`config.mk`:
```
export PLATFORM = sky130hd
export DESIGN_NAME = mfm_read
export DESIGN_NICKNAME = d
export VERILOG_FILES = /design/src/rtl/mfm_read.sv
export SDC_FILE = /design/constraint.sdc
export NUM_CORES = 1
export LEC_CHECK = 0
export CAP_MARGIN = 20
export CORE_UTILIZATION = 51
export DETAILED_ROUTE_END_ITERATION = 6
export GPL_TIMING_DRIVEN = 0
export PLACE_DENSITY = 0.74
export REMOVE_ABC_BUFFERS = 1
export SYNTH_ARGS = -nofsm -noshare
export SYNTH_HDL_FRONTEND = slang
export SYNTH_SLANG_ARGS = --single-unit
```
`constraint.sdc`:
```
create_clock -name clk -period 1.7 [get_ports clk]
set_input_delay 0.255 -clock clk [delete_from_list [all_inputs] [get_ports clk]]
set_output_delay 0.255 -clock clk [all_outputs]
set_load 0.005 [all_outputs]
```
`src/rtl/mfm_read.sv`:
```
// mfm_read: recovers MFM bit cells from the drive read pulses, locks byte
// alignment on the missing-clock A1 mark and writes decoded bytes (LSB-first)
// with a mark flag into the decode FIFO.
module mfm_read #(
   parameter int unsigned BIT_RATE_DIVISOR = 24,
   parameter logic [15:0] MARK_PATTERN     = 16'h4891
) (
   input  logic       clk,
   input  logic       reset,
   input  logic       read_enable,
   input  logic       read_data_l,
   input  logic       decode_fifo_full,
   output logic [7:0] decode_fifo_wr_data,
   output logic       decode_fifo_wr_mark,
   output logic       decode_fifo_we,
   output logic       in_sync,
   output logic       overrun
);

   localparam int unsigned CW         = $clog2(BIT_RATE_DIVISOR);
   localparam logic [CW-1:0] CNT_FULL = CW'(BIT_RATE_DIVISOR - 1);
   localparam logic [CW-1:0] CNT_HALF = CW'(BIT_RATE_DIVISOR / 2 - 1);
   localparam logic [2:0] LOSS_RUN    = 3'd4;
   localparam logic [7:0] MARK_BYTE   = 8'hA1;

   typedef enum logic {HUNT, SYNC} state_t;

   state_t        state;
   logic [2:0]    sync_q;
   logic          re_q;
   logic [CW-1:0] cnt;
   logic          pulse_seen;
   logic [15:0]   sr;
   logic [2:0]    zero_run;
   logic          data_cell;
   logic [2:0]    bit_cnt;
   logic [7:0]    byte_q;

   logic          pulse;
   logic          cell_close;
   logic [15:0]   sr_next;
   logic [2:0]    zero_next;
   logic          mark_hit;
   logic          sync_lost;
   logic [7:0]    byte_next;
   logic          wr_req;
   logic [7:0]    wr_byte;
   logic          wr_mark;

   // Cell-close decode: next shift-register image, zero run and pending write
   always_comb begin
      pulse      = sync_q[2] & ~sync_q[1];
      cell_close = (cnt == '0);
      sr_next    = {sr[14:0], pulse_seen};
      zero_next  = pulse_seen ? 3'd0 : ((zero_run == LOSS_RUN) ? LOSS_RUN : zero_run + 3'd1);
      mark_hit   = cell_close && (sr_next == MARK_PATTERN);
      sync_lost  = (zero_next >= LOSS_RUN);
      byte_next  = {pulse_seen, byte_q[7:1]};
      wr_req     = 1'b0;
      wr_byte    = byte_next;
      wr_mark    = 1'b0;
      if (read_enable && cell_close) begin
         if (mark_hit) begin
            wr_req  = 1'b1;
            wr_byte = MARK_BYTE;
            wr_mark = 1'b1;
         end else if (state == SYNC && !sync_lost && data_cell && bit_cnt == 3'd7) begin
            wr_req  = 1'b1;
         end
      end
   end

   // Synchronizer, cell window, alignment FSM and registered FIFO write port
   always_ff @(posedge clk) begin
      if (reset) begin
         state               <= HUNT;
         sync_q              <= 3'b111;
         re_q                <= 1'b0;
         cnt                 <= CNT_FULL;
         pulse_seen          <= 1'b0;
         sr                  <= '0;
         zero_run            <= '0;
         data_cell           <= 1'b0;
         bit_cnt             <= '0;
         byte_q              <= '0;
         decode_fifo_wr_data <= '0;
         decode_fifo_wr_mark <= 1'b0;
         decode_fifo_we      <= 1'b0;
         in_sync             <= 1'b0;
         overrun             <= 1'b0;
      end else begin
         sync_q         <= {sync_q[1:0], read_data_l};
         re_q           <= read_enable;
         decode_fifo_we <= 1'b0;
         if (!read_enable) begin
            state      <= HUNT;
            cnt        <= CNT_FULL;
            pulse_seen <= 1'b0;
            sr         <= '0;
            zero_run   <= '0;
            data_cell  <= 1'b0;
            bit_cnt    <= '0;
            in_sync    <= 1'b0;
            if (re_q) overrun <= 1'b0;
         end else begin
            // a pulse re-centres the window; otherwise count down to the close
            if (pulse) begin
               pulse_seen <= 1'b1;
               cnt        <= CNT_HALF;
            end else if (cell_close) begin
               pulse_seen <= 1'b0;
               cnt        <= CNT_FULL;
            end else begin
               cnt <= cnt - CW'(1);
            end

            if (cell_close) begin
               sr       <= sr_next;
               zero_run <= zero_next;
               if (mark_hit) begin
                  state     <= SYNC;
                  in_sync   <= 1'b1;
                  data_cell <= 1'b0;
                  bit_cnt   <= '0;
               end else if (state == SYNC) begin
                  if (sync_lost) begin
                     state   <= HUNT;
                     in_sync <= 1'b0;
                  end else begin
                     data_cell <= ~data_cell;
                     if (data_cell) begin
                        byte_q  <= byte_next;
                        bit_cnt <= bit_cnt + 3'd1;
                     end
                  end
               end
            end

            if (wr_req) begin
               if (decode_fifo_full) begin
                  overrun <= 1'b1;
               end else begin
                  decode_fifo_we      <= 1'b1;
                  decode_fifo_wr_data <= wr_byte;
                  decode_fifo_wr_mark <= wr_mark;
               end
            end
         end
      end
   end

endmodule

```
Yosys cells after proc, flatten, opt, wreduce, memory -nomap -nowiden
Cells that the tools add are included.
{ "totals": {"in_bits": 5, "output_inout_bits": 12, "regBits": 53, "word_cells": 86} }
{ "classes": {"add_sub_neg": 3, "n_lt_le_gt_ge": 1, "n_eq_ne": 6, "n_bitwise": 8, "reduce_logical": 21, "n_mux": 31} }
{ "ops": {"columns": ["operator", "count"], "rows": [
  ["2-to-1 mux 1 bit", 21],
  ["2-to-1 mux 3 bit", 6],
  ["equality test 16 x 15 -> 1 bit, second input constant", 1],
  ["2-to-1 mux 8 bit", 2],
  ["AND reduction 3 bit", 4],
  ["2-to-1 mux 5 bit", 2],
  ["nonzero test 2 bit", 5],
  ["NOT 1 bit", 7],
  ["adder 3 x 1 -> 3 bit, second input constant", 2],
  ["equality test 3 bit, second input constant", 2],
  ["AND reduction 6 bit", 1],
  ["logical AND 1 bit", 5],
  ["zero test 5 bit", 1],
  ["subtractor 5 x 1 -> 5 bit, second input constant", 1],
  ["inequality test 2 x 1 -> 1 bit, second input constant", 2],
  ["AND reduction 4 bit", 1],
  ["OR reduction 4 bit", 1],
  [">= comparator 3 bit, second input constant", 1],
  ["OR reduction 3 bit", 1],
  ["inequality test 2 bit, second input constant", 1],
  ["OR reduction 2 bit", 1],
  ["bitwise AND 1 bit", 1],
  ["zero test 1 bit", 1]
]} }

Depth between registers and ports, before layout
{ "logic_depth": {"depth_word": 13, "depth_mapped": 8, "ltp_nobuf": 6} }

Worst setup path after synthesis
No wires, ideal clock.
{ "synth_path": {"kind": "flip-flop to flip-flop", "startpoint": "register zero_run[0]", "endpoint": "register byte_q[4]", "stages_incl_launch_ff": 9, "n_path_buf": 2, "slack_ns": -0.200, "required_time_ns": 1.580, "period_less_slack_ns": 1.900, "t_arrival_ns": 1.780, "path_cell_list": "dfxtp_1 > inv_1 > ha_1 > and3b_1 > clkbuf_1 > o2111ai_2 > a211o_1 > buf_6 > mux2i_1"} }
{ "synth_between": {"elab_chain_len": 6, "word_cells_on_any_way": 7, "classes_between": "add/sub (1); order compare (1); eq/ne (1); mux (2); bitwise (1); reduce/logical (1)"} }
{ "synth_rtl": {"columns": ["item", "line", "text"], "rows": [
  ["start, declared", "34", "logic [2:0] zero_run;"],
  ["start signal, assigned", "119", "zero_run <= zero_next;"],
  ["adder 3 x 1 -> 3 bit / equality test 3 bit (equally long branches)", "55", "zero_next = pulse_seen ? 3'd0 : ((zero_run == LOSS_RUN) ? LOSS_RUN : zero_run + 3'd1);"],
  ["2-to-1 mux 3 bit (*) (2 in a row)", "55", null],
  [">= comparator 3 bit (*)", "57", "sync_lost = (zero_next >= LOSS_RUN);"],
  ["NOT 1 bit (no line) (*)", null, null],
  ["AND reduction 6 bit (no line) (*)", null, null],
  ["end signal, assigned", "132", "byte_q <= byte_next;"],
  ["end, declared", "37", "logic [7:0] byte_q;"]
]} }
Every way passes the cells marked *; elsewhere a longest branch is shown, timed or not.
A chain may end at the register's enable or synchronous reset.

Worst setup path in the final report
{ "layout_path": {"startpoint": "register cnt[1]", "endpoint": "register byte_q[7]"} }
{ "layout_between": {"elab_chain_len": 4} }
{ "layout_rtl": {"columns": ["item", "line", "text"], "rows": [
  ["start, declared", "31", "logic [CW-1:0] cnt;"],
  ["start signal, assigned", "114", "cnt <= cnt - CW'(1);"],
  ["zero test 5 bit (*)", "53", "cell_close = (cnt == '0);"],
  ["logical AND 1 bit", "56", "mark_hit = cell_close && (sr_next == MARK_PATTERN);"],
  ["NOT 1 bit (no line)", null, null],
  ["AND reduction 6 bit (no line) (*)", null, null]
]} }
Marked as above.

==> results by group <==
Timing
  • Worst slew pin tran: 0.544 ns
  • Fin Setup TNS: -0.582 ns
  • Post-route minimum period: 1.77 ns
  • Max_slew headroom: 0.637
  • Hold Violations, Final: 0
  • RSZ-0062 raised after global routing: yes
  • Crit share post-route: 1.04
  • Fmax: 566 MHz
  • Setup violators final: 12
  • Final worst setup slack: -0.0679 ns
  • Post-Route Skew: between 0.007 and 0.008 ns
  • Slew Limit Fails: 0

Cells and area
  • Antenna cells: 0
  • Commonest non-fill, non-tap cell in the layout: nand2_1
  • Area of the multi-input gates: ~1200 um2
  • Share of cells above drive strength 1: 0.318
  • Nets: 277
  • Most frequent cells in the layout: nand2_1 (48), dfxtp_1 (47), a21oi_1 (22)
  • # fillers: about 240
  • Area Growth Syn to Fin: 38.4%
  • Fin area: 2900 um2
  • Register area: 1050 um2

Clocking
  • Total CTS buffers: 5
  • Max clock buf depth: 2
  • Htree depth: 2
  • Root buf cell: clkbuf_8
  • TritonCTS clock tree: done
  • Worst-path clk slew: 0.09 ns
  • CTS sink count: 52
  • Worst skew pair latency: 0.30 ns

Floorplan
  • Rows: 22
  • Core Area: around 3800 um2
  • Width of the die: 66.1 um
  • Starting density of the core: 0.552
  • Die Y: 66.1 um
  • Die ar.: 4370 um2
  • Io pins: 17

Logic synthesis
  • Netlist cell types: 40
  • Count of state elements after synthesis: 52
  • Avg Cell Area, Syn: 9.23 um2
  • Ys Warns: 0
  • Mapped Cells: 227
  • Synthesized area: 2100 um2
  • Seq/Total Area, Yosys: 0.497

Critical path
  • Worst reg2reg path startpoint: cnt[1]
  • Critical path arrival: roughly 2.0 ns
  • Crit-path max FO: 7
  • Critical Path Source: cnt[1]
  • RR Endpoint: byte_q[7]
  • Worst setup SP type: flop
  • Setup crit end: byte_q[7]
  • Worst Reg-to-Reg Cells: 7
  • Endpoint type of the worst setup path: flop
  • Reg2Reg Setup Slack: -0.07 ns
  • WS Path Type: reg2reg
  • CP required: 1.93 ns

Placement
  • DP HPWL: 2600 um
  • DP Area: about 2300 um2
  • # port buffers: 16
  • Gpl congestion: 0.696

Power and ir drop
  • Psw: 0.000438 W
  • Sw Ratio: 0.218
  • Post-route total power: 0.00202 W
  • Clock power frac: 0.355
  • Pwr dens: 694 nW/um2
  • Worst IR drop on VDD: 515 uV
  • Combinational power share: 0.033
  • Static leakage: 1.08 nW
  • Int Power: about 0.0016 W
  • Seq pwr share: 0.612

Detailed routing
  • Post-Route WL: slightly below 5000 um
  • Drt first pass iters: 4
  • Final ANT Viol Nets: 0
  • Drt drc: 0
  • Wire length per cell: 15.7 um
  • Vias: 1,786
  • Iter 0 DRT Violations: 95
  • DR vias/cell: between 5 and 6

Job
  • Max-cap viol count: 0

Global routing
  • Largest net degree at the start of global routing: 28
  • First-pass GRT wire length: a little under 8000 um
  • Gr ovfl total: 0
  • Initial antenna violation count: 0
  • Global-route usage over all layers: 0.240
  • Vias in the first global route: 1,649

Worst hold path
  • Worst hold path class: reg2reg

Outcome
  • Failing checks: setup timing
  • Status: finished with violations
[area by class of cell]
type                       instances  area share
multi-input combinational        152       0.429
sequential                        52       0.361
timing repair buffer              41       0.138
clock buffer                       6      0.0285
tap                               48      0.0207
inverter                          14      0.0194
clock inverter                     2     0.00345
[per-layer routing]
metal / GRT usage / vias up / wire length, um
li1: - / 869 / -
met4: 0.0904 / 0 / 170
met2: 0.398 / 43 / 2460
met1: 0.298 / 858 / 2080
met3: 0.0603 / 16 / 230
met5: 0 / - / 0
[metrics by stage]
stage / hold WS (ns) / setup WS (ns) / instances / util
after CTS: 0.419 / -0.126 / 306 / 0.719
after global placement: 0.383 / -1.16 / 281 / 0.597
after global routing: 0.444 / -0.138 / 315 / 0.764
after detailed placement: 0.390 / -0.868 / 282 / 0.601
final: 0.421 / -0.0679 / 315 / 0.764
after floorplan: 0.324 / -0.645 / 217 / -
[logic make-up (layout without fill, tap and decap cells)]
group | count (synthesis) | after routing | synth area share
multiplexers | 10 | 10 | 0.0478
XOR/XNOR | 5 | 5 | 0.0209
flip-flops | 52 | 52 | 0.497
buffers and inverters | 24 | 63 | 0.0478
adder cells (fa/ha/maj) | 6 | 6 | 0.0358
AO/OA/AOI/OAI | 48 | 48 | 0.158
AND/OR/NAND/NOR | 82 | 83 | 0.193
[cells in the mapped netlist]
cell | number | area (um2)
o21ai_1 | 1 | 5.00
o21ai_0 | 3 | 15.0
buf_6 | 1 | 11.3
nand3_1 | 4 | 20.0
nand3b_1 | 1 | 7.51
nor4b_4 | 1 | 23.8
nor3_1 | 6 | 30.0
and2_1 | 1 | 6.26
and3_1 | 4 | 25.0
o41ai_1 | 1 | 8.76
a31o_2 | 2 | 17.5
buf_2 | 2 | 10.0
xor2_1 | 4 | 35.0
xnor2_1 | 1 | 8.76
a2111oi_2 | 1 | 15.0
o2111ai_1 | 1 | 8.76
a211o_1 | 1 | 8.76
nor4b_1 | 3 | 26.3
mux2i_1 | 10 | 100
a21o_1 | 2 | 15.0
a211oi_1 | 1 | 7.51
nand2_1 | 49 | 184
or2_2 | 3 | 18.8
and3b_1 | 1 | 8.76
dfxtp_1 | 52 | 1040
o2111a_1 | 1 | 11.3
nor2b_1 | 2 | 12.5
clkbuf_1 | 7 | 26.3
o21bai_1 | 1 | 7.51
nor2_1 | 4 | 15.0
ha_1 | 6 | 75.1
or3_1 | 1 | 6.26
o32ai_1 | 5 | 43.8
nor4bb_1 | 1 | 10.0
o221a_2 | 2 | 22.5
a21oi_1 | 23 | 115
or4b_2 | 1 | 10.0
o2111ai_2 | 1 | 15.0
inv_1 | 14 | 52.6
o211ai_1 | 2 | 15.0
[critical path, stage by stage, from the launching register on]
cell,delay (ns)
dfxtp_2,0.34
inv_2,0.07
ha_4,0.14
nor4b_4,0.22
buf_6,0.19
o2111ai_4,0.14
a211o_4,0.40
mux2i_1,0.19
[power groups by stage]
stage / logic, W / clock network, W / registers [W]
finish: 0.0000655 / 0.000716 / 0.00123
global route: 0.0000721 / 0.000782 / 0.00124
CTS: 0.0000624 / 0.000724 / 0.00123
detailed placement: 0.0000481 / 0 / 0.00126
global placement: 0.0000476 / 0 / 0.00126
floorplan: 0.0000262 / 0 / 0.00126
[flip-flops by register name, indices dropped and copies added, names as in the netlist]
register and cells:
pulse_seen 1, state 1, data_cell 1, sr 15, zero_run 3, sync_q 3, decode_fifo_wr_data 8, decode_fifo_we 1
cnt 5, byte_q 7, re_q 1, overrun 1, in_sync 1, bit_cnt 3, decode_fifo_wr_mark 1
[worst min-delay path by stage]
stage | start | endpoint | slack (ns) | cells after the start
4_1_cts | sync_q[0] | sync_q[1] | 0.42 | 1
6_report | sync_q[0] | sync_q[1] | 0.42 | 1
2_1_floorplan | reset | decode_fifo_wr_mark | 0.32 | 1
3_3_place_gp | cnt[0] | cnt[0] | 0.38 | 1
3_5_place_dp | cnt[0] | cnt[0] | 0.39 | 1
5_1_grt | sync_q[0] | sync_q[1] | 0.44 | 1
[timing repair]
action,in CTS,in global routing
buffers inserted,14,11
endpoints found under the setup margin,49,41
resized for setup,45,25
gates cloned,2,0
pin swaps,7,17
hold buffers,0,0
No activity file was read; power rests on OpenSTA's default activity.
==> RTL change 1, RTL diff (config.mk and constraints unchanged) <==
Reset style: asynchronous (`reset`), changed in one clocked block.
--- a/src/rtl/mfm_read.sv
+++ b/src/rtl/mfm_read.sv
@@ -71,7 +71,7 @@
    end
 
    // Synchronizer, cell window, alignment FSM and registered FIFO write port
-   always_ff @(posedge clk) begin
+   always_ff @(posedge clk or posedge reset) begin
       if (reset) begin
          state               <= HUNT;
          sync_q              <= 3'b111;
Check against the original RTL: same outputs for any inputs over 10 cycles, from zero or initial values and one cycle with reset high; that may be too few to reach the edited logic, so the function may still have changed.
==> RTL change 1 against the unedited design <==
- the run still ends with negative setup slack left
- design area increased by 5.1%
- synthesized cell count decreased by 9.7%
- sequential cell count unchanged
- area after synthesis increased by 6.9%
- routed wire length increased by 7.1%
- total power increased by 5.0%
- setup slack got worse by 0.17 ns
- critical endpoint is now decode_fifo_wr_data[7]
==> RTL change 1: results (changes against the unedited design) <==
| Metric | Value |
|---|---|
| DP HPWL | 2660 µm (was 2603 µm) |
| Routed WL | 5302 µm (was 4949 µm) |
| Sw frac | 23.93% (was 21.76%) |
| Global-route usage over all layers | 23.58% (was 24.00%) |
| Delay-heaviest family, CP | flip-flops (was compound AO/OA/AOI/OAI gates) |
| H-tree Lvls | 2 (unchanged) |
| Top cells by area, synth | dfrtp_1, dfstp_2, nand2_1 (was dfxtp_1, nand2_1, a21oi_1) |
| Seq/Total Area, Yosys | 58.46% (was 49.67%) |
| Vias/cell | 5.663 (was 5.670) |
| Vias in the first global route | 1,633 (was 1,649) |
| Gpl congestion | 0.7595 (was 0.6955) |
| Pleak | 1.355 nW (was 1.080 nW) |
| # setup viols final | 22 (was 12) |
| Largest net degree at the start of global routing | 40 (was 28) |
| Fill cells | 254 (was 236) |
| Post-place setup slack | -0.8575 ns (was -0.8681 ns) |
| Fin Clk Skew | 0.006814 ns (was 0.007660 ns) |
| Iter 0 DRT Violations | 105 (was 95) |
| Ys async rst share | 100.0% (was 0%) |
| Arrival @ worst endpoint | 2.14 ns (was 2.00 ns) |
| Share of post-route cells with drive strength above 1 | 34.77% (was 31.84%) |
| Max FO, Critical Path | 5 (was 7) |
| First-pass GRT wire length | 7845 µm (was 7776 µm) |
| Violated checks | negative setup slack (unchanged) |
| Worst VDD drop | 498.9 µV (was 514.5 µV) |
| Final worst slack | -0.2424 ns (was -0.06787 ns) |
| CP max stage cell | dfstp_2 (was a211o_4) |
| Drt first pass iters | 4 (unchanged) |
| Commonest cells post-synth | dfrtp_1, nand2_1, a21oi_1 (was dfxtp_1, nand2_1, a21oi_1) |
| Slowest stage delay, CP | 0.57 ns (was 0.40 ns) |
| Clock slew at reported path FFs | 0.10 ns |
| Netlist cell types | 39 (was 40) |
| Final net count | 266 (was 277) |
| Min-Delay Path Class | input port to asynchronous set/reset pin (was register to register) |
| Status | complete, but fails checks (unchanged) |
| Least-Margin Pin Slew | 0.7836 ns (was 0.5441 ns) |
[RTL change 1: area by class of cell]
type	count	area share [%]
tap	50	2.051
sequential	52	43.07
clock inverter	2	0.5332
timing repair buffer	48	15.01
clock buffer	6	2.379
inverter	13	1.764
multi-input combinational	135	35.19
[RTL change 1: routing by layer]
| metal | wire (µm) | vias up | global-route usage [%] |
|---|---|---|---|
| met4 | 181 | 0 | 10.16 |
| met3 | 206 | 16 | 6.000 |
| li1 | - | 804 | - |
| met5 | 0 | - | 0 |
| met2 | 2568 | 52 | 36.52 |
| met1 | 2346 | 861 | 31.18 |
[RTL change 1: cells by family (layout without fill, tap and decap cells)]
logic type	Yosys count	count (layout)	share of synthesized area, %
AOI/OAI and AO/OA	43	43	11.89
xor gates and xnor gates	4	4	1.564
adders and majority gates	6	6	3.350
buffers and inverters	19	69	3.238
DFF	52	52	58.46
muxes	11	11	5.360
and+or+nand+nor	70	71	16.14
[RTL change 1: path summary, 6_finish.rpt]
path,startpoint,endpoint,cells past startpoint
setup / recovery,cnt[0],decode_fifo_wr_data[7],7
hold / removal,reset,decode_fifo_wr_mark,2
setup reg to reg,cnt[0],decode_fifo_wr_data[7],7
hold reg to reg,sync_q[0],sync_q[1],0
max in group asynchronous,reset,cnt[4],3
min in group clk,read_data_l,sync_q[0],1
[RTL change 1: metrics by stage]
stage	std cells	setup TNS (ns)	area, µm²	util [%]	hold WS (ns)
2_1_floorplan	199	-20.91	2217	-	0.2595
6_report	306	-3.526	3050	74.13	0.2019
3_3_place_gp	265	-88.02	2440	59.29	0.3463
3_5_place_dp	267	-16.51	2480	60.26	0.3468
4_1_cts	303	-2.631	2902	70.51	0.2100
5_1_grt	306	-5.671	3050	74.13	0.2299
[RTL change 1: power by group through the flow]
stage	Sequential [mW]	Clock, mW	Combinational [mW]
2_1_floorplan	1.30	0	0.0528
3_3_place_gp	1.30	0	0.0785
3_5_place_dp	1.30	0	0.0851
4_1_cts	1.28	0.708	0.121
5_1_grt	1.29	0.754	0.140
6_report	1.29	0.702	0.126
[RTL change 1: what timing repair did]
action | in CTS | in global routing
pin swaps | 15 | 17
endpoints found under the setup margin | 42 | 29
gates cloned | 2 | 0
gates resized for setup | 31 | 33
hold buffers | 0 | 0
setup buffers | 27 | 8
==> RTL change 2, RTL diff (config.mk and constraints unchanged) <==
Made on the original files. The parameter `BIT_RATE_DIVISOR` goes from 24 to 48.
--- a/src/rtl/mfm_read.sv
+++ b/src/rtl/mfm_read.sv
@@ -2,7 +2,7 @@
 // alignment on the missing-clock A1 mark and writes decoded bytes (LSB-first)
 // with a mark flag into the decode FIFO.
 module mfm_read #(
-   parameter int unsigned BIT_RATE_DIVISOR = 24,
+   parameter int unsigned BIT_RATE_DIVISOR = 48,
    parameter logic [15:0] MARK_PATTERN     = 16'h4891
 ) (
    input  logic       clk,
Behaviour: no difference found for any inputs over 10 cycles, from zero or initial values and one cycle with reset high; that may be too few to reach the edited logic, so the function may still have changed.
==> RTL change 2 against the unedited design <==
- the run still ends with negative setup slack left
- area after synthesis down 1.4%
- critical path depth down 1
- setup slack worse by 0.12 ns
- total power up 2.8%
- sequential cell count up 1
- routed wire length down 19%
- design area down 14%
- critical path type unchanged
- critical endpoint is now byte_q[5]
- largest cell class is now flip-flops and latches
==> RTL change 2: results (changes against the unedited design) <==
| Metric | Value |
|---|---|
| Violated checks | negative setup slack (unchanged) |
| Global-route usage over all layers | 21.94% (was 24.00%) |
| Setup Buffers After CTS | 6 (was 14) |
| Hold Worst Slack | 0.4053 ns (was 0.4209 ns) |
| Syn_area_per_cell | 9.187 µm² (was 9.232 µm²) |
| Post-Route Setup TNS | -3.058 ns (was -0.5821 ns) |
| Delay-heaviest family, CP | simple AND/OR/NAND/NOR gates (was compound AO/OA/AOI/OAI gates) |
| Psw | 0.4351 mW (was 0.4385 mW) |
| First-pass GRT wire length | 7072 µm (was 7776 µm) |
| Fill cells | 288 (was 236) |
| Num CTS Buffers | 5 (unchanged) |
| CP max stage cell | or4b_4 (was a211o_4) |
| Non-filler cells, final | 296 (was 315) |
| Gpl congestion | 0.7536 (was 0.6955) |
| Share of post-route cells with drive strength above 1 | 15.32% (was 31.84%) |
| Worst VDD drop | 522.5 µV (was 514.5 µV) |
| PostCTS Resize Cnt | 21 (was 45) |
| Fin Clk Skew | 0.004563 ns (was 0.007660 ns) |
| DP HPWL | 2391 µm (was 2603 µm) |
| Top cells by area, synth | dfxtp_1, nand2_1, a21oi_1 (unchanged) |
| Status | complete, but fails checks (unchanged) |
| Multi-input gate area | 993.5 µm² (was 0.001246 mm²) |
| Post-place setup slack | -0.9094 ns (was -0.8681 ns) |
| Final worst slack | -0.1900 ns (was -0.06787 ns) |
| # setup viols final | 24 (was 12) |
| Commonest cells post-synth | dfxtp_1, nand2_1, a21oi_1 (unchanged) |
| Largest net degree at the start of global routing | 25 (was 28) |
| Placement Cell Area | 0.002252 mm² (was 0.002283 mm²) |
| Port Buffers | 16 (unchanged) |
| WL/cell | 13.60 µm (was 15.71 µm) |
| Via count | 1,564 (was 1,786) |
| Final net count | 258 (was 277) |
| Slowest stage delay, CP | 0.55 ns (was 0.40 ns) |
| Pleak | 0.9342 nW (was 1.080 nW) |
| Placed insts | 280 (was 282) |
[RTL change 2: per-layer routing]
metal  track usage (%)  routed length (µm)
met5                 0                   0
met4             11.41                  94
met3             5.208                 103
met2             32.65                1849
met1             29.21                1979
[RTL change 2: worst paths after layout]
| kind | cells after the start | from | to |
|---|---|---|---|
| worst min register to register | 1 | cnt[0] | cnt[0] |
| worst max-delay path | 6 | sr[9] | byte_q[5] |
| worst max register to register | 6 | sr[9] | byte_q[5] |
| worst min-delay path | 1 | cnt[0] | cnt[0] |
[RTL change 2: cells by family (layout without fill, tap and decap cells)]
| kind of cell | count (synthesis) | after routing | synth area share, % |
|---|---|---|---|
| AND/OR/NAND/NOR | 90 | 91 | 21.67 |
| flip-flops | 53 | 53 | 51.33 |
| AO/OA/AOI/OAI | 38 | 38 | 11.93 |
| buffers and inverters | 22 | 44 | 4.056 |
| multiplexers | 10 | 10 | 4.843 |
| adder cells (fa/ha/maj) | 6 | 6 | 3.632 |
| XOR/XNOR | 6 | 6 | 2.542 |
[RTL change 2: power groups by stage]
stage / Clock [mW] / Sequential (mW) / Combinational (mW)
6_report: 0.761 / 1.25 / 0.0579
5_1_grt: 0.832 / 1.26 / 0.0647
4_1_cts: 0.780 / 1.25 / 0.0560
3_5_place_dp: 0 / 1.28 / 0.0501
3_3_place_gp: 0 / 1.28 / 0.0498
2_1_floorplan: 0 / 1.28 / 0.0281
[RTL change 2: final cells by class]
cell class	count	share of cell area, %
clock inverters	1	0.2015
well taps	48	2.418
inverters	13	2.116
repair buffers	23	8.514
multi-input cells	151	40.00
flip-flops and latches	53	42.87
clock buffers	7	3.879
